File: config.mk
export PLATFORM = sky130hd
export DESIGN_NAME = im_reader_flat
export DESIGN_NICKNAME = d
export VERILOG_FILES = /design/src/rtl/im_reader_if.sv /design/src/rtl/im_reader.sv /design/src/flat_wrapper.sv
export SDC_FILE = /design/constraint.sdc
export NUM_CORES = 1
export LEC_CHECK = 0
export CAP_MARGIN = 25
export CELL_PAD_IN_SITES_DETAIL_PLACEMENT = 0
export CELL_PAD_IN_SITES_GLOBAL_PLACEMENT = 2
export CORE_MARGIN = 2
export CORE_UTILIZATION = 30
export CTS_BUF_LIST = sky130_fd_sc_hd__clkbuf_2 sky130_fd_sc_hd__clkbuf_4 sky130_fd_sc_hd__clkbuf_8
export CTS_CLUSTER_SIZE = 16
export DETAILED_ROUTE_END_ITERATION = 16
export PLACE_DENSITY_LB_ADDON = 0.1
export SLEW_MARGIN = 30
export SYNTH_ARGS = -nofsm -noshare
export SYNTH_HDL_FRONTEND = slang
export SYNTH_SLANG_ARGS = --single-unit
File: constraint.sdc
create_clock -name clk -period 2.95 [get_ports clk]
set_input_delay 0.7375 -clock clk [delete_from_list [all_inputs] [get_ports clk]]
set_output_delay 0.7375 -clock clk [all_outputs]
set_load 0.02 [all_outputs]
File: src/rtl/im_reader_if.sv
`default_nettype none
// ============================================================================
// Module      : im_reader_if
// Description : Image-memory read port plus output valid/ready stream of the
//               im_reader engine. master = engine side, slave = memory/consumer.
// Revision    : 1.0 - initial release
// ============================================================================
interface im_reader_if #(
    parameter int ADDR_W = 15,
    parameter int DATA_W = 32
);
    logic [ADDR_W-1:0] mem_address;
    logic              mem_rden;
    logic [DATA_W-1:0] mem_q;
    logic              out_valid;
    logic [DATA_W-1:0] out_data;
    logic              out_last;
    logic              out_ready;

    modport master (
        output mem_address,
        output mem_rden,
        input  mem_q,
        output out_valid,
        output out_data,
        output out_last,
        input  out_ready
    );

    modport slave (
        input  mem_address,
        input  mem_rden,
        output mem_q,
        input  out_valid,
        input  out_data,
        input  out_last,
        output out_ready
    );
endinterface
`default_nettype wire

File: src/rtl/im_reader.sv
`default_nettype none
// ============================================================================
// Module      : im_reader
// Description : Streaming image-memory read engine with credit-controlled
//               output FIFO. Optional frame replay built with IM_READER_LOOP_EN.
// Revision    : 1.0 - initial release
// ============================================================================
module im_reader #(
    parameter int ADDR_W     = 15,
    parameter int DATA_W     = 32,
    parameter int FIFO_DEPTH = 4
) (
    input  logic              clk,
    input  logic              reset,
    input  logic              start,
    input  logic [ADDR_W-1:0] base_addr,
    input  logic [ADDR_W:0]   length,
    input  logic              stop,
    output logic              busy,
    output logic              done,
    im_reader_if.master       bus
);
    localparam int PTR_W = $clog2(FIFO_DEPTH);
    localparam int CNT_W = PTR_W + 1;
    localparam int LEN_W = ADDR_W + 1;

    typedef enum logic [1:0] {
        S_IDLE  = 2'd0,
        S_RUN   = 2'd1,
        S_DRAIN = 2'd2
    } state_t;

    state_t            r_state;
    state_t            w_state_nxt;

    logic [ADDR_W-1:0] r_base;
    logic [LEN_W-1:0]  r_len;
    logic [ADDR_W-1:0] r_index;
    logic              r_inflight;
    logic              r_inflight_last;
    logic              r_done;

    logic [DATA_W-1:0] r_fifo_data [FIFO_DEPTH];
    logic              r_fifo_last [FIFO_DEPTH];
    logic [PTR_W-1:0]  r_wr_ptr;
    logic [PTR_W-1:0]  r_rd_ptr;
    logic [CNT_W-1:0]  r_count;

    logic              w_start_ok;
    logic              w_zero_len;
    logic              w_credit;
    logic              w_issue;
    logic              w_final_idx;
    logic              w_frame_end;
    logic              w_session_end;
    logic              w_push;
    logic              w_pop;
    logic              w_drained;

    assign w_start_ok  = (r_state == S_IDLE) && start;
    assign w_zero_len  = (length == '0);
    // Credit counts buffered words plus the word currently on mem_q.
    assign w_credit    = (r_count + CNT_W'(r_inflight)) < CNT_W'(FIFO_DEPTH);
    assign w_issue     = (r_state == S_RUN) && w_credit;
    assign w_final_idx = ({1'b0, r_index} == (r_len - LEN_W'(1)));
    assign w_frame_end = w_issue && w_final_idx;
    assign w_push      = r_inflight;
    assign w_pop       = bus.out_valid && bus.out_ready;
    // Nothing is issued in DRAIN, so the last word pushed is the final one.
    assign w_drained   = (r_state == S_DRAIN) && w_pop && bus.out_last &&
                         (r_count == CNT_W'(1)) && !r_inflight;

`ifdef IM_READER_LOOP_EN
    logic r_stop_seen;

    always_ff @(posedge clk) begin
        if (reset || (r_state == S_IDLE)) begin
            r_stop_seen <= 1'b0;
        end else if (stop) begin
            r_stop_seen <= 1'b1;
        end
    end

    assign w_session_end = stop || r_stop_seen;
`else
    logic w_unused_stop;
    assign w_unused_stop = stop;
    assign w_session_end = 1'b1;
`endif

    always_comb begin
        w_state_nxt = r_state;
        case (r_state)
            S_IDLE:  if (start && !w_zero_len)          w_state_nxt = S_RUN;
            S_RUN:   if (w_frame_end && w_session_end) w_state_nxt = S_DRAIN;
            S_DRAIN: if (w_drained)                     w_state_nxt = S_IDLE;
            default:                                    w_state_nxt = S_IDLE;
        endcase
    end

    always_ff @(posedge clk) begin
        if (reset) begin
            r_state         <= S_IDLE;
            r_base          <= '0;
            r_len           <= '0;
            r_index         <= '0;
            r_inflight      <= 1'b0;
            r_inflight_last <= 1'b0;
            r_done          <= 1'b0;
        end else begin
            r_state         <= w_state_nxt;
            r_inflight      <= w_issue;
            r_inflight_last <= w_frame_end;
            r_done          <= (w_start_ok && w_zero_len) || w_drained;
            if (w_start_ok && !w_zero_len) begin
                r_base  <= base_addr;
                r_len   <= length;
                r_index <= '0;
            end else if (w_issue) begin
                r_index <= w_final_idx ? '0 : r_index + ADDR_W'(1);
            end
        end
    end

    always_ff @(posedge clk) begin
        if (reset) begin
            r_wr_ptr <= '0;
            r_rd_ptr <= '0;
            r_count  <= '0;
            for (int i = 0; i < FIFO_DEPTH; i++) begin
                r_fifo_data[i] <= '0;
                r_fifo_last[i] <= 1'b0;
            end
        end else begin
            if (w_push) begin
                r_fifo_data[r_wr_ptr] <= bus.mem_q;
                r_fifo_last[r_wr_ptr] <= r_inflight_last;
                r_wr_ptr              <= r_wr_ptr + PTR_W'(1);
            end
            if (w_pop) begin
                r_rd_ptr <= r_rd_ptr + PTR_W'(1);
            end
            r_count <= r_count + CNT_W'(w_push) - CNT_W'(w_pop);
        end
    end

    assign busy            = (r_state != S_IDLE);
    assign done            = r_done;
    assign bus.mem_rden    = w_issue;
    assign bus.mem_address = r_base + r_index;
    assign bus.out_valid   = (r_count != '0);
    assign bus.out_data    = r_fifo_data[r_rd_ptr];
    assign bus.out_last    = r_fifo_last[r_rd_ptr];
endmodule
`default_nettype wire

File: src/flat_wrapper.sv
// flat-port wrapper written by rule: the top's interface ports become plain ports
module im_reader_flat 
#(
    parameter int ADDR_W     = 15,
    parameter int DATA_W     = 32,
    parameter int FIFO_DEPTH = 4
)
  (clk, reset, start, base_addr, length, stop, busy, done, bus_mem_address, bus_mem_rden, bus_mem_q, bus_out_valid, bus_out_data, bus_out_last, bus_out_ready);
  im_reader_if #(.ADDR_W(ADDR_W), .DATA_W(DATA_W)) bus_i ();
  input  logic clk;
  input  logic reset;
  input  logic start;
  input  logic [ADDR_W-1:0] base_addr;
  input  logic [ADDR_W:0] length;
  input  logic stop;
  output logic busy;
  output logic done;
  output wire logic [$bits(bus_i.mem_address)-1:0] bus_mem_address;
  output wire logic [$bits(bus_i.mem_rden)-1:0] bus_mem_rden;
  input wire logic [$bits(bus_i.mem_q)-1:0] bus_mem_q;
  output wire logic [$bits(bus_i.out_valid)-1:0] bus_out_valid;
  output wire logic [$bits(bus_i.out_data)-1:0] bus_out_data;
  output wire logic [$bits(bus_i.out_last)-1:0] bus_out_last;
  input wire logic [$bits(bus_i.out_ready)-1:0] bus_out_ready;
  assign bus_mem_address = bus_i.mem_address;
  assign bus_mem_rden = bus_i.mem_rden;
  assign bus_i.mem_q = bus_mem_q;
  assign bus_out_valid = bus_i.out_valid;
  assign bus_out_data = bus_i.out_data;
  assign bus_out_last = bus_i.out_last;
  assign bus_i.out_ready = bus_out_ready;
  im_reader #(.ADDR_W(ADDR_W), .DATA_W(DATA_W), .FIFO_DEPTH(FIFO_DEPTH)) u_core (.clk(clk), .reset(reset), .start(start), .base_addr(base_addr), .length(length), .stop(stop), .busy(busy), .done(done), .bus(bus_i));
endmodule
# Word-level counts from Yosys, hierarchy flattened
# Memory sizes are Yosys's and may differ from the RTL's. A register that Yosys moved wholly into a read port is not among the register bits.
# Index checks and enable logic that the tools add are counted.
# word_totals
reg_bits	58
ramBits	132
output_inout_bits	52
word_cells	69
memories	2
# mem_list
name	depth	width	read_ports	rd_ports_with_merged_regs	write_ports	line_no	text
u_core.r_fifo_data	4	32	1	1	4	im_reader.sv:43	logic [DATA_W-1:0] r_fifo_data [FIFO_DEPTH];
u_core.r_fifo_last	4	1	1	1	4	im_reader.sv:44	logic r_fifo_last [FIFO_DEPTH];
# classes
add_sub_neg	7
magnitude_cmp	1
n_eq_ne	7
n_mux	20
reduce_logical	22
# op_table
op	n
$mux 32	1
$reduce_or 32->1	1
$mux 2	9
$eq 15x16->1	1
$logic_not 16->1	1
$sub 16x1->16 const B	1
$add 15x1->15 const B	1
$add 15x15->15	1
$mux 15	1
$logic_and 1x1->1	11
$mux 1	8
$pmux 2 s3	1
$add 2x1->2 const B	2
$ne 2x1->1 const B	2
$add 3x1->3	1
$eq 3x1->1 const B	1
$lt 3x3->1 const B	1
$reduce_and 3->1	1
$reduce_bool 3->1	1
$sub 3x1->3	1
$eq 2x1->1 const B	1
$eq 2x2->1 const B	1
$logic_not 1->1	2
$logic_not 2->1	1
other kinds (5)	5

# Logic depth before layout (Yosys ltp)
# Gate-level depths: netlist (run 1).
# logic_depth
word_depth	8
ltp_mapped	11

# Worst setup path after synthesis (run 1)
# Ideal clock, no wire load.
# synth_path
path_type	flip-flop to output port
start	reg u_core.r_index[0]
end	out bus_mem_address[14]
arrival_ns	2.454
path_slack_ns	-0.241
path_stages_with_launch	11
path_buffers	0
cell_sequence	dfxtp_1 ha_1 inv_1 fa_1 nor2b_1 o21ai_0 a21oi_1 a2111oi_0 o211ai_1 a41oi_1 nor3_1
# synth_via
elab_chain_cells	1
# synth_lines
element	line_no	text
from (decl)	im_reader.sv:38	logic [ADDR_W-1:0] r_index;
from (signal assigned)	im_reader.sv:120	r_index <= w_final_idx ? '0 : r_index + ADDR_W'(1);
$add 15x15->15	im_reader.sv:150	assign bus.mem_address = r_base + r_index;
to (decl)	flat_wrapper.sv:18	output wire logic [$bits(bus_i.mem_address)-1:0] bus_mem_address;
# Every way passes these cells.

# Final worst setup path (run 1)
# layout_path
start	reg u_core.r_base[0]
end	out bus_mem_address[14]
# layout_via
elab_chain_cells	1
# layout_lines
element	line_no	text
from (decl)	im_reader.sv:36	logic [ADDR_W-1:0] r_base;
from (signal assigned)	im_reader.sv:116	r_base <= base_addr;
$add 15x15->15	im_reader.sv:150	
# Every way passes these cells.

==> flow_summary.yaml, run 1 <==
detailed_routing:
  ant_nets: 0
  dr.pass1.iters: 5
  drtIter0Drc: 425
  drc: 0
  viasPerCell: 4.70
  wl_mm: 23.6
  wl_per_cell_microns: 17.2
  num_vias: 6446
worst_setup_path:
  reg2reg_depth: 9
  crit_fanout: 2
  crit_type: "flip-flop to primary output"
  required_ps: 2210
  end_kind: "primary output"
  startpoint_type: "flip-flop"
  crit_arrival_ps: 2770
  r2r_setup_slack_ps: 440
timing:
  holdWs_ps: 468
  rsz0062_at_grt: "yes"
  period_share: 1.19
  fmax_ghz: 0.285
  hold_viol_final: 0
  finalCriticalPeriod_ps: 3510
  worst-slew-pin-transition_ps: 836
  postLayoutSetupSlackWorst_ps: -559
  setup_violations: 8
  slew_viol_final: 0
  clock_skew_ps: 20.2
  setup_tns_ps: -2430
  maxSlewHeadroom: 0.441
clock_network:
  cts_tree: "yes"
  clk_latency_ps: 460
  cts_buffer_depth: 2
  hold_buffers: 0
  root_buffer: "clkbuf_8"
  htreeDepth: 4
  clkTransAtPathRegs_ps: 110
  cts_made_buffers: 17
  cts.sinks: 192
final_layout:
  syn_to_final_growth_pct: 28.6
  diodes: 0
  fin_nets: 1058
  utilization: 0.394
  final-instance-count-excl-fill: 1371
  final_layout_size_suffix_gt1_frac: 0.205
  design_area_sq_um: 11700
floorplan:
  fp.dieH_microns: 178
  die-area_sq_um: 31900
  core_sq_um: 29800
  die_w_microns: 178
  start_util: 0.307
  io_pins: 120
  rows: 63
synthesis:
  synth_area_leader_cell: "edfxtp_1"
  synth_top_area_frac: 0.434
  postSynth.asyncResetShare: 0
  syn_area_sq_um: 9130
  netlist_instances: 807
  yosysMostFrequentCell: "edfxtp_1"
  ys_top_cells_by_area: "edfxtp_1 43%, dfxtp_1 13%, mux4_2 8.1%"
  yosysUniqueCellTypes: 62
  synth-seq-cells: 192
  synth.yosys.seq_area_share: 0.565
  synthXorXnorAreaFrac: 0.0499
  synth_edf_count: 132
  synth_compound_area_frac: 0.0593
  synthAdderAreaFrac: 0.0296
  synth_top_family_by_area: "simple AND/OR/NAND/NOR gates"
  synthMuxAreaShare: 0.0825
  syn_avg_cell_area_sq_um: 11.3
  yosys_warnings: 0
  synthesis.nets: 896
  ys.flop_type: "edfxtp_1"
  synth_common_cells: "132 x edfxtp_1, 108 x nand2_1, 102 x nor2_1, 60 x dfxtp_1, 49 x inv_1"
  synth-simple-area-share: 0.174
power:
  p_int_mw: 4.54
  swShare: 0.312
  clkPwrFrac: 0.250
  p_sw_mw: 2.06
  power_mw: 6.59
  combPwrFrac: 0.275
  powerDensity_nw_per_um2: 561
  sequentialPowerShare: 0.475
  ir_drop_mv: 0.272
  leakage_nw: 4.79
flow_run:
  cap_viol_max_count: 0
placement:
  io_buffers: 118
  gp_congestion: 0.797
  hpwl_mm: 15.9
  placed_area_sq_um: 11200
  dp_slack_ps: -921
  dp.cells: 1334
grt:
  grt_pass1_vias: 6616
  grt_pass1_wl_mm: 36.3
  antenna_found_initial: 0
  grtUsageTotal: 0.152
  grt_max_degree: 34
  grt-ovfl-total: 0
status:
  failed_checks: "negative setup slack"
  status: "finished with violations"
worst_hold_path:
  worstHoldPathType: "flip-flop to flip-flop"
  hold_depth: 2
[power by group through the flow]
| stage | Combinational, mW | Sequential [mW] | Clock [mW] |
|---|---|---|---|
| CTS | 1.88 | 3.14 | 1.71 |
| floorplan | 1.11 | 3.16 | 0 |
| global placement | 1.87 | 3.18 | 0 |
| detailed placement | 1.89 | 3.19 | 0 |
| finish | 1.81 | 3.13 | 1.65 |
| global route | 1.98 | 3.15 | 1.80 |
[flip-flops by register name, indices dropped and copies added (netlist names), named ones only]
| register | count |
|---|---|
| u_core.done | 1 |
| u_core.r_len | 16 |
| u_core.r_fifo_data | 128 |
| u_core.r_rd_ptr | 2 |
| u_core.r_inflight | 1 |
| u_core.r_index | 15 |
| u_core.r_fifo_last | 4 |
| u_core.r_state | 2 |
| u_core.r_count | 3 |
| u_core.r_inflight_last | 1 |
| u_core.r_wr_ptr | 2 |
| u_core.r_base | 15 |
[cell usage in the layout (no fill, tap or decap), types with 4 or more instances in the layout]
master	synthesis	routed
nor2b_1	6	5
buf_4	1	69
xor2_1	31	31
mux4_2	33	33
nand4_1	8	8
nand3_1	19	19
dfxtp_2	0	7
xnor2_1	21	19
a21oi_1	42	38
o21ai_0	11	7
clkdlybuf4s50_1	0	70
inv_1	49	48
nor4_1	8	6
buf_12	0	4
a21o_1	5	5
nand2_1	108	108
ha_1	20	18
nor3_2	3	4
and3_1	5	5
and2_1	35	35
clkbuf_8	0	17
edfxtp_1	132	132
a21oi_2	1	5
dlygate4sd2_1	0	23
dlymetal6s2s_1	0	12
o21ai_2	1	5
nor2_1	102	100
nor3_1	10	9
dfxtp_1	60	53
clkinvlp_4	0	5
[logic make-up (layout without fill, tap and decap cells)]
kind of cell | after synthesis | count (layout)
buffers and inverters | 91 | 265
adder cells (fa/ha/maj) | 21 | 21
XOR/XNOR | 52 | 52
AND/OR/NAND/NOR | 330 | 330
flip-flops | 192 | 192
multiplexers | 34 | 34
AO/OA/AOI/OAI | 87 | 87
[repair_timing]
action / CTS / global route
endpoints found under the hold margin: 0 / 0
endpoints found under the setup margin: 47 / 24
cloned: 1 / 0
gates resized for setup: 110 / 26
pin swaps: 19 / 15
buffers inserted: 4 / 5
[layer usage]
metal  part of all wire  global-route usage  vias up
li1                   -                   -     3159
met1               0.46               0.199     3153
met2               0.50               0.263      130
met3              0.039              0.0273        4
met4             0.0045              0.0312        0
met5                  0                   0        -
[final timing paths]
kind                                 startpoint                             end
hold / removal    u_core.r_base[5]$_SDFFE_PP0P_   u_core.r_base[5]$_SDFFE_PP0P_
setup reg to reg   u_core.r_len[1]$_SDFFE_PP0P_  u_core.r_index[2]$_SDFFE_PP0P_
setup / recovery  u_core.r_base[0]$_SDFFE_PP0P_             bus_mem_address[14]
hold reg to reg   u_core.r_base[5]$_SDFFE_PP0P_   u_core.r_base[5]$_SDFFE_PP0P_
[cell type report]
cell class	count	area, sq um
clock inverter	13	123
tap	390	488
fill	2893	18000
clock buffer	18	241
timing repair buffer	184	1730
inverter	50	188
sequential	192	5170
multi-input combinational	524	3810
[worst max-delay path, stage by stage (launching register included)]
cell and delay [ps]:
dfxtp_2 370, ha_4 140, inv_2 40, fa_2 340, nor2b_2 130, o21ai_2 80, a21oi_2 230, a2111oi_4 60
o211ai_1 270, buf_4 170, buf_4 100, nor3b_2 170, nor3_2 60, buf_4 160
(Power assumes the default switching activity.)
==> inputs of run 2 (changes only) <==
Settings changed: HOLD_SLACK_MARGIN set to 0.15.
==> results of run 2 <==
No change in the layout: final DEF, timing and power equal those of run 1.
==> inputs of run 3 (changes only) <==
Settings changed: ABC_AREA set to 1, CORE_MARGIN 2 to 8.
==> run 3 against run 2 <==
  * The flow now finishes without violations
  * Sequential cell count did not move
  * Sequential share of layout area shrank 2.4 points
  * Area after synthesis grew 5.0%
  * Power up 11%
  * Critical path type unchanged
  * Design area up 6.3%
  * Clock skew rose by 3.3 ps
  * Sequential power is essentially flat
  * Critical path depth down 5
  * Combinational power increased by 31%
  * Worst setup slack gained 590 ps
  * Register-to-register slack better by 380 ps
  * Via count rose by 19%
==> flow_summary.yaml, run 3 <==
detailed_routing:
  dr.pass1.iters: 4
  wl_per_cell_microns: 16.9
  drtIter0Drc: 291
  viasPerCell: 4.54
  num_vias: 7661
  drc: 0
  ant_nets: 0
  wl_mm: 28.6
power:
  sequentialPowerShare: 0.430
  powerDensity_nw_per_um2: 586
  combPwrFrac: 0.325
  leakage_nw: 5.06
  ir_drop_mv: 0.318
  p_sw_mw: 2.69
  clkPwrFrac: 0.245
  p_int_mw: 4.63
  swShare: 0.367
worst_setup_path:
  r2r_setup_slack_ps: 820
  crit_path_frequent_cell: "buf_4"
  path_buf_inv: 3
  regToRegEndpoint: "u_core.r_index[12]$_SDFFE_PP0P_"
  crit_type: "flip-flop to primary output"
  r2r_start: "u_core.r_inflight$_SDFF_PP0_"
  crit_fanout: 3
  cpLargestDelayFamily: "simple AND/OR/NAND/NOR gates"
  max_stage_delay_ps: 360
  required_ps: 2210
  crit_arrival_ps: 2180
  crit_path_top_delay_cell: "dfxtp_2"
  end_kind: "primary output"
  startpoint_type: "flip-flop"
  reg2reg_depth: 12
  cp_cell_sequence: "ha_4, inv_4, nor4_4, nand3_1, nand4_1, buf_4, xor2_1, buf_4"
flow_run:
  cap_viol_max_count: 0
grt:
  grt_max_degree: 35
  grt-ovfl-total: 0
  grtUsageTotal: 0.152
  grt_pass1_vias: 8092
  antenna_found_initial: 0
  grt_pass1_wl_mm: 45.3
clock_network:
  clk_latency_ps: 470
  cts.sinks: 192
  cts_tree: "yes"
  htreeDepth: 4
  hold_buffers: 0
  cts_made_buffers: 17
  clkTransAtPathRegs_ps: 110
  root_buffer: "clkbuf_8"
  cts_buffer_depth: 2
timing:
  hold_viol_final: 0
  postLayoutSetupSlackWorst_ps: 29.6
  maxSlewHeadroom: 0.501
  clock_skew_ps: 23.5
  setup_tns_ps: 0
  rsz0062_at_grt: "yes"
  holdWs_ps: 474
  setup_violations: 0
  fmax_ghz: 0.342
  slew_viol_final: 0
  worst-slew-pin-transition_ps: 748
  finalCriticalPeriod_ps: 2920
  period_share: 0.990
placement:
  io_buffers: 118
  hpwl_mm: 18.9
  dp_slack_ps: -152
  placed_area_sq_um: 11800
  gp_congestion: 0.785
final_layout:
  largest_reg_flops: 128
  final_cell_mix: "283 x nor2_1, 140 x inv_1, 132 x edfxtp_1"
  design_area_sq_um: 12500
  reg_top3: "u_core.r_fifo_data (128), u_core.r_len (16)"
  final_common_cell: "nor2_1"
  syn_to_final_growth_pct: 30.2
  final_layout_size_suffix_gt1_frac: 0.174
  diodes: 0
  utilization: 0.396
  fin_nets: 1363
  largest_register: "u_core.r_fifo_data"
synthesis:
  synth.yosys.seq_area_share: 0.539
  yosysMostFrequentCell: "nor2_1"
  netlist_instances: 1109
  synthesis.nets: 1198
  ys.flop_type: "edfxtp_1"
  synth_edf_count: 132
  synth_top_area_frac: 0.413
  synth-seq-cells: 192
  syn_area_sq_um: 9590
  yosys_warnings: 0
  postSynth.asyncResetShare: 0
  synth_common_cells: "284 x nor2_1, 146 x inv_1, 132 x edfxtp_1, 113 x o21ai_0, 92 x nand2_1"
  syn_avg_cell_area_sq_um: 8.65
  synth_area_leader_cell: "edfxtp_1"
  yosysUniqueCellTypes: 41
  ys_top_cells_by_area: "edfxtp_1 41%, dfxtp_1 13%, nor2_1 11%"
floorplan:
  io_pins: 120
  fp.dieH_microns: 195
  core_sq_um: 31600
  die_w_microns: 195
  rows: 65
  die-area_sq_um: 37900
  start_util: 0.304
status:
  status: "completed"
worst_hold_path:
  min_from: "u_core.r_rd_ptr[1]$_SDFFE_PP0P_"
  worstHoldPathType: "flip-flop to flip-flop"
  hold_end: "u_core.r_rd_ptr[1]$_SDFFE_PP0P_"
  hold_depth: 2
-- run 3: worst max path at each step --
| stage | start | to | depth (start not counted) |
|---|---|---|---|
| after CTS | u_core.r_index[0]$_SDFFE_PP0P_ | bus_mem_address[10] | 9 |
| after floorplan | reset | u_core.r_fifo_data[0][0]$_SDFFCE_PN0P_ | 7 |
| final | u_core.r_base[7]$_SDFFE_PP0P_ | bus_mem_address[9] | 8 |
| after global placement | u_core.r_index[0]$_SDFFE_PP0P_ | bus_mem_address[10] | 9 |
| after detailed placement | u_core.r_index[0]$_SDFFE_PP0P_ | bus_mem_address[14] | 9 |
| after global routing | u_core.r_index[7]$_SDFFE_PP0P_ | bus_mem_address[9] | 8 |
-- run 3: cells by family after synthesis --
kind of cell    Yosys count  share of synthesized area
buf+inv                 196                     0.0778
flops                   192                      0.539
xor+xnor                 36                     0.0337
fa+ha+maj                21                     0.0282
simple gates            471                      0.214
compound gates          193                      0.107
-- run 3: area by class of cell --
type                            count  area [sq um]
Timing Repair Buffer              190          1870
Fill cell                        3229         19100
Tap cell                          402           503
Sequential cell                   192          5190
Clock inverter                     15           176
Multi-Input combinational cell    721          3940
Inverter                          152           574
Clock buffer                       17           234
-- run 3: what timing repair did --
item / CTS / global route
buffers inserted: 0 / 2
gates resized for setup: 121 / 34
endpoints found under the setup margin: 31 / 16
pin swaps: 13 / 13
gates cloned: 2 / 0
hold endpoints to repair: 0 / 0
-- run 3: layer usage --
layer | vias to the layer above | wire, microns | part of all wire | track usage
met5 | - | 0 | 0 | 0
met4 | 0 | 155 | 0.0054 | 0.0258
met3 | 9 | 995 | 0.035 | 0.0294
li1 | 3942 | - | - | -
met2 | 105 | 14900 | 0.52 | 0.284
met1 | 3605 | 12500 | 0.44 | 0.180
-- run 3: worst min-delay path, cell delays in order, from the launching register on --
cell and delay, ps:
dfxtp_1 320, inv_1 60, a21oi_1 60
-- run 3: through the flow --
stage                     std cells  power [mW]
after global placement         1654        5.65
after floorplan                1109        4.51
final                          1689        7.32
after global routing           1689        7.76
after CTS                      1687        7.46
after detailed placement       1654        5.65
-- run 3: power by group through the flow --
| stage | Combinational, mW | Sequential [mW] | Clock [mW] |
|---|---|---|---|
| after detailed placement | 2.46 | 3.19 | 0 |
| after global placement | 2.46 | 3.19 | 0 |
| after CTS | 2.45 | 3.15 | 1.86 |
| after global routing | 2.64 | 3.17 | 1.95 |
| after floorplan | 1.34 | 3.17 | 0 |
| final | 2.38 | 3.15 | 1.79 |
==> RTL change 1: new RTL, flow settings as in run 3 <==
The option `IM_READER_LOOP_EN` is turned on by a define.
--- a/src/rtl/im_reader.sv
+++ b/src/rtl/im_reader.sv
@@ -5,6 +5,8 @@
 //               output FIFO. Optional frame replay built with IM_READER_LOOP_EN.
 // Revision    : 1.0 - initial release
 // ============================================================================
+`define IM_READER_LOOP_EN
+
 module im_reader #(
     parameter int ADDR_W     = 15,
     parameter int DATA_W     = 32,
Check against the original RTL: not equivalent (a bounded check fails within 4 cycles, from zero or initial values and one cycle with reset high).
==> RTL change 1 against run 3 <==
The flow now finishes with violations (negative setup slack); sequential cell count grew 1; power barely moved; worst setup slack worse by 0.15 ns; wire length shrank 5.1%; synthesized area is 2.9% lower; cell area is 3.1% lower; fmax shrank 4.9%; highest routed layer unchanged.
==> RTL change 1: results <==
set metrics [dict create \
    status "finished with violations" \
    violations "negative setup slack" \
    grt_pass1_wl_um 42500 \
    max_slew_margin 0.672 \
    grtUsageTotal 0.149 \
    num_vias 7572 \
    r2r_slack_ns 0.66 \
    synth.avg_cell_area_um2 8.86 \
    global_route.usage.met1 0.172 \
    rr_startpoint "u_core.r_len[0]" \
    drive_gt1_frac 0.139 \
    fin_skew_ns 0.0224 \
    ir_drop_mv 0.275 \
    route.met3.wl_um 921 \
    ys_seq_area_frac 0.557 \
    hold_slack_ns 0.471 \
    met2_usage 0.279 \
    finalWorstSetupSlack_ns -0.120 \
    routabilityCongestion 0.776 \
    synthTopCellsByArea "edfxtp_1, dfxtp_1, nor2_1, o21ai_0, nand2_1" \
    holdCritStartpoint "u_core.r_rd_ptr[0]" \
    max_stage_delay_ns 0.38 \
    setup-violations-final 4 \
    post_cts_buffers 1 \
    leakage_nw 5.21 \
    path_max_fanout 2 \
    cp_top_family "adder cells" \
    grt_start_max_net_pins 68 \
    post_cts_resized 90 \
    drt-total-wl_um 27100 \
    hpwl_um 18500 \
    first_pass_iters 7 \
    ys_top_cells_by_count "nor2_1, edfxtp_1, o21ai_0" \
    reg2reg_to "u_core.r_index[0]" \
    n_fill_cell 3163 \
    wl_met1_um 11600 \
    wl_met2_um 14400 \
    cp.arrival_ns 2.33 \
]
[RTL change 1: changes by cell type after synthesis, sizes merged, moves of 11 or more]
cell           run 3  this run
nor2             311       265
clkbuf            38        49
inv              150        97
nor3              10        42
[RTL change 1: kinds of logic after synthesis]
logic type,count (synthesis),synth area share
xor+xnor,35,0.0337
compound gates,190,0.109
buf+inv,149,0.0610
fa+ha+maj,21,0.0290
flops,193,0.557
simple gates,463,0.210
[RTL change 1: final cells by class]
cell class | instances | area, um2 | share of cell area
clock inverter | 15 | 190 | 0.0157
clock buffer | 17 | 234 | 0.0193
sequential | 193 | 5190 | 0.429
inverter | 98 | 368 | 0.0304
timing repair buffer | 188 | 1830 | 0.151
tap | 396 | 495 | 0.0410
multi-input combinational | 709 | 3790 | 0.313
[RTL change 1: worst max path at each step]
| stage | from | to | slack, ns | cells past startpoint |
|---|---|---|---|---|
| after floorplan | u_core.r_index[0] | bus_mem_address[12] | 0.05 | 11 |
| after global placement | u_core.r_index[0] | bus_mem_address[12] | -0.40 | 12 |
| after detailed placement | u_core.r_index[0] | bus_mem_address[12] | -0.47 | 12 |
| after CTS | u_core.r_index[0] | bus_mem_address[12] | -0.28 | 12 |
| after global routing | u_core.r_base[1] | bus_mem_address[12] | -0.30 | 11 |
| final | u_core.r_index[0] | bus_mem_address[12] | -0.12 | 12 |
[RTL change 1: per-stage QoR]
step / std cells / worst slack (ns) / util
2_1_floorplan: 1051 / 0.0502 / -
3_3_place_gp: 1583 / -0.400 / 0.373
3_5_place_dp: 1583 / -0.466 / 0.373
4_1_cts: 1616 / -0.281 / 0.390
5_1_grt: 1616 / -0.299 / 0.395
6_report: 1616 / -0.120 / 0.395
[RTL change 1: where the power goes]
group	internal, mW	switching [mW]
clock	0.670	1.16
combinational	0.908	1.42
sequential	3.07	0.0989
==> RTL change 2: new RTL, settings of run 3 <==
Without the edit above. Encoding of `state_t`: now one-hot (3 bits for 3 states).
--- a/src/rtl/im_reader.sv
+++ b/src/rtl/im_reader.sv
@@ -24,10 +24,10 @@
     localparam int CNT_W = PTR_W + 1;
     localparam int LEN_W = ADDR_W + 1;
 
-    typedef enum logic [1:0] {
-        S_IDLE  = 2'd0,
-        S_RUN   = 2'd1,
-        S_DRAIN = 2'd2
+    typedef enum logic [2:0] {
+        S_IDLE  = 3'b001,
+        S_RUN   = 3'b010,
+        S_DRAIN = 3'b100
     } state_t;
 
     state_t            r_state;
Check against the original RTL: same outputs for any inputs over 4 cycles, from zero or initial values and one cycle with reset high; so few cycles prove little.
==> RTL change 2 against run 3 <==
The run now ends with negative setup slack left; clock skew about the same; synthesized cell count rose by 0.18%; sequential cell count up 1; register-to-register slack worse by 0.04 ns; count of clock-buffer cells in the layout grew 1; cell area grew 0.72%; wire length decreased by 1.5%; power shrank 3.2%; sequential share of layout area fell by 0.22 points; worst setup slack got worse by 0.13 ns; critical path depth is 1 higher; synthesized area rose by 0.30%; critical path type unchanged; largest cell class unchanged; largest power group unchanged.
==> RTL change 2: results <==
set metrics [dict create \
    status "finished with violations" \
    violations "negative setup slack" \
    grt_start_max_net_pins 55 \
    leakage_nw 5.22 \
    wl_met1_um 12400 \
    n_antenna_cell 0 \
    route.met3.wl_um 899 \
    r2r_slack_ns 0.78 \
    layout.cells.non_filler 1692 \
    drive_gt1_frac 0.167 \
    ys_top_cells_by_count "nor2_1, edfxtp_1, inv_1" \
    routabilityCongestion 0.746 \
    fin_skew_ns 0.0235 \
    hpwl_um 18800 \
    detail_route.iter0.violations 312 \
    post_cts_resized 98 \
    endpoint "bus_mem_address[12]" \
    ys_seq_area_frac 0.539 \
    global_route.usage.met1 0.173 \
    grt_pass1_wl_um 44800 \
    post_cts_buffers 1 \
    antenna_found_initial 0 \
    wl_met2_um 14600 \
    met2_usage 0.278 \
    drt-total-wl_um 28200 \
    synthTopCellsByArea "edfxtp_1, dfxtp_1, nor2_1, o21ai_0, inv_1" \
    num-nets-final 1367 \
    synth.avg_cell_area_um2 8.66 \
    reg2reg_to "u_core.r_index[10]" \
    pwr-share-seq 0.441 \
    finalWorstSetupSlack_ns -0.0961 \
    num_vias 7778 \
    grt_pass1_vias 8244 \
    setup-violations-final 4 \
    path_max_fanout 2 \
    reg2reg_depth 11 \
    critPathLaunch "u_core.r_index[0]" \
    grtUsageTotal 0.149 \
    tightest_slew_ns 0.578 \
    placed_area_um2 11900 \
    final.setup.tns_ns -0.233 \
    globalRouteMet3Util 0.0303 \
    ir_drop_mv 0.250 \
    syn_nets 1200 \
    p_int_mw 4.58 \
]
RTL change 2: changes by cell type after synthesis, moves of 3 or more:
cell | before | now
a21oi_1 | 37 | 33
clkbuf_1 | 38 | 43
clkinv_1 | 2 | 6
inv_1 | 146 | 122
nand2_1 | 92 | 106
nand3_1 | 23 | 29
nand3b_1 | 0 | 7
nor2_1 | 284 | 279
nor4_1 | 6 | 3
xnor2_1 | 13 | 16
RTL change 2: cell type report:
| cell class | count | area, um2 |
|---|---|---|
| Clock buffer | 18 | 241 |
| Clock inverter | 13 | 133 |
| Fill cell | 3243 | 19000 |
| Inverter | 134 | 503 |
| Multi-Input combinational cell | 736 | 4020 |
| Sequential cell | 193 | 5200 |
| Tap cell | 402 | 503 |
| Timing Repair Buffer | 196 | 1970 |
RTL change 2: worst max-delay path: stages (launching register included):
cell and delay, ns:
dfxtp_2 0.36, ha_4 0.13, inv_2 0.03, fa_2 0.38, o21ai_4 0.19, a21oi_2 0.08
o21a_1 0.19, o21bai_1 0.16, xor2_1 0.16, buf_4 0.16
RTL change 2: stage by stage:
stage / hold slack, ns / setup WS, ns / power [mW] / utilization
global placement: 0.458 / -0.340 / 5.50 / 0.376
detailed placement: 0.461 / -0.345 / 5.50 / 0.376
global route: 0.500 / -0.216 / 7.52 / 0.398
floorplan: 0.436 / 0.116 / 4.44 / -
CTS: 0.477 / -0.183 / 7.19 / 0.393
finish: 0.472 / -0.0961 / 7.09 / 0.398
RTL change 2: cell families after synthesis:
kind of cell | count (synthesis) | share of synthesized area
AO/OA/AOI/OAI | 190 | 0.106
adder cells (fa/ha/maj) | 21 | 0.0281
AND/OR/NAND/NOR | 488 | 0.221
flip-flops | 193 | 0.539
buffers and inverters | 182 | 0.0722
XOR/XNOR | 37 | 0.0337
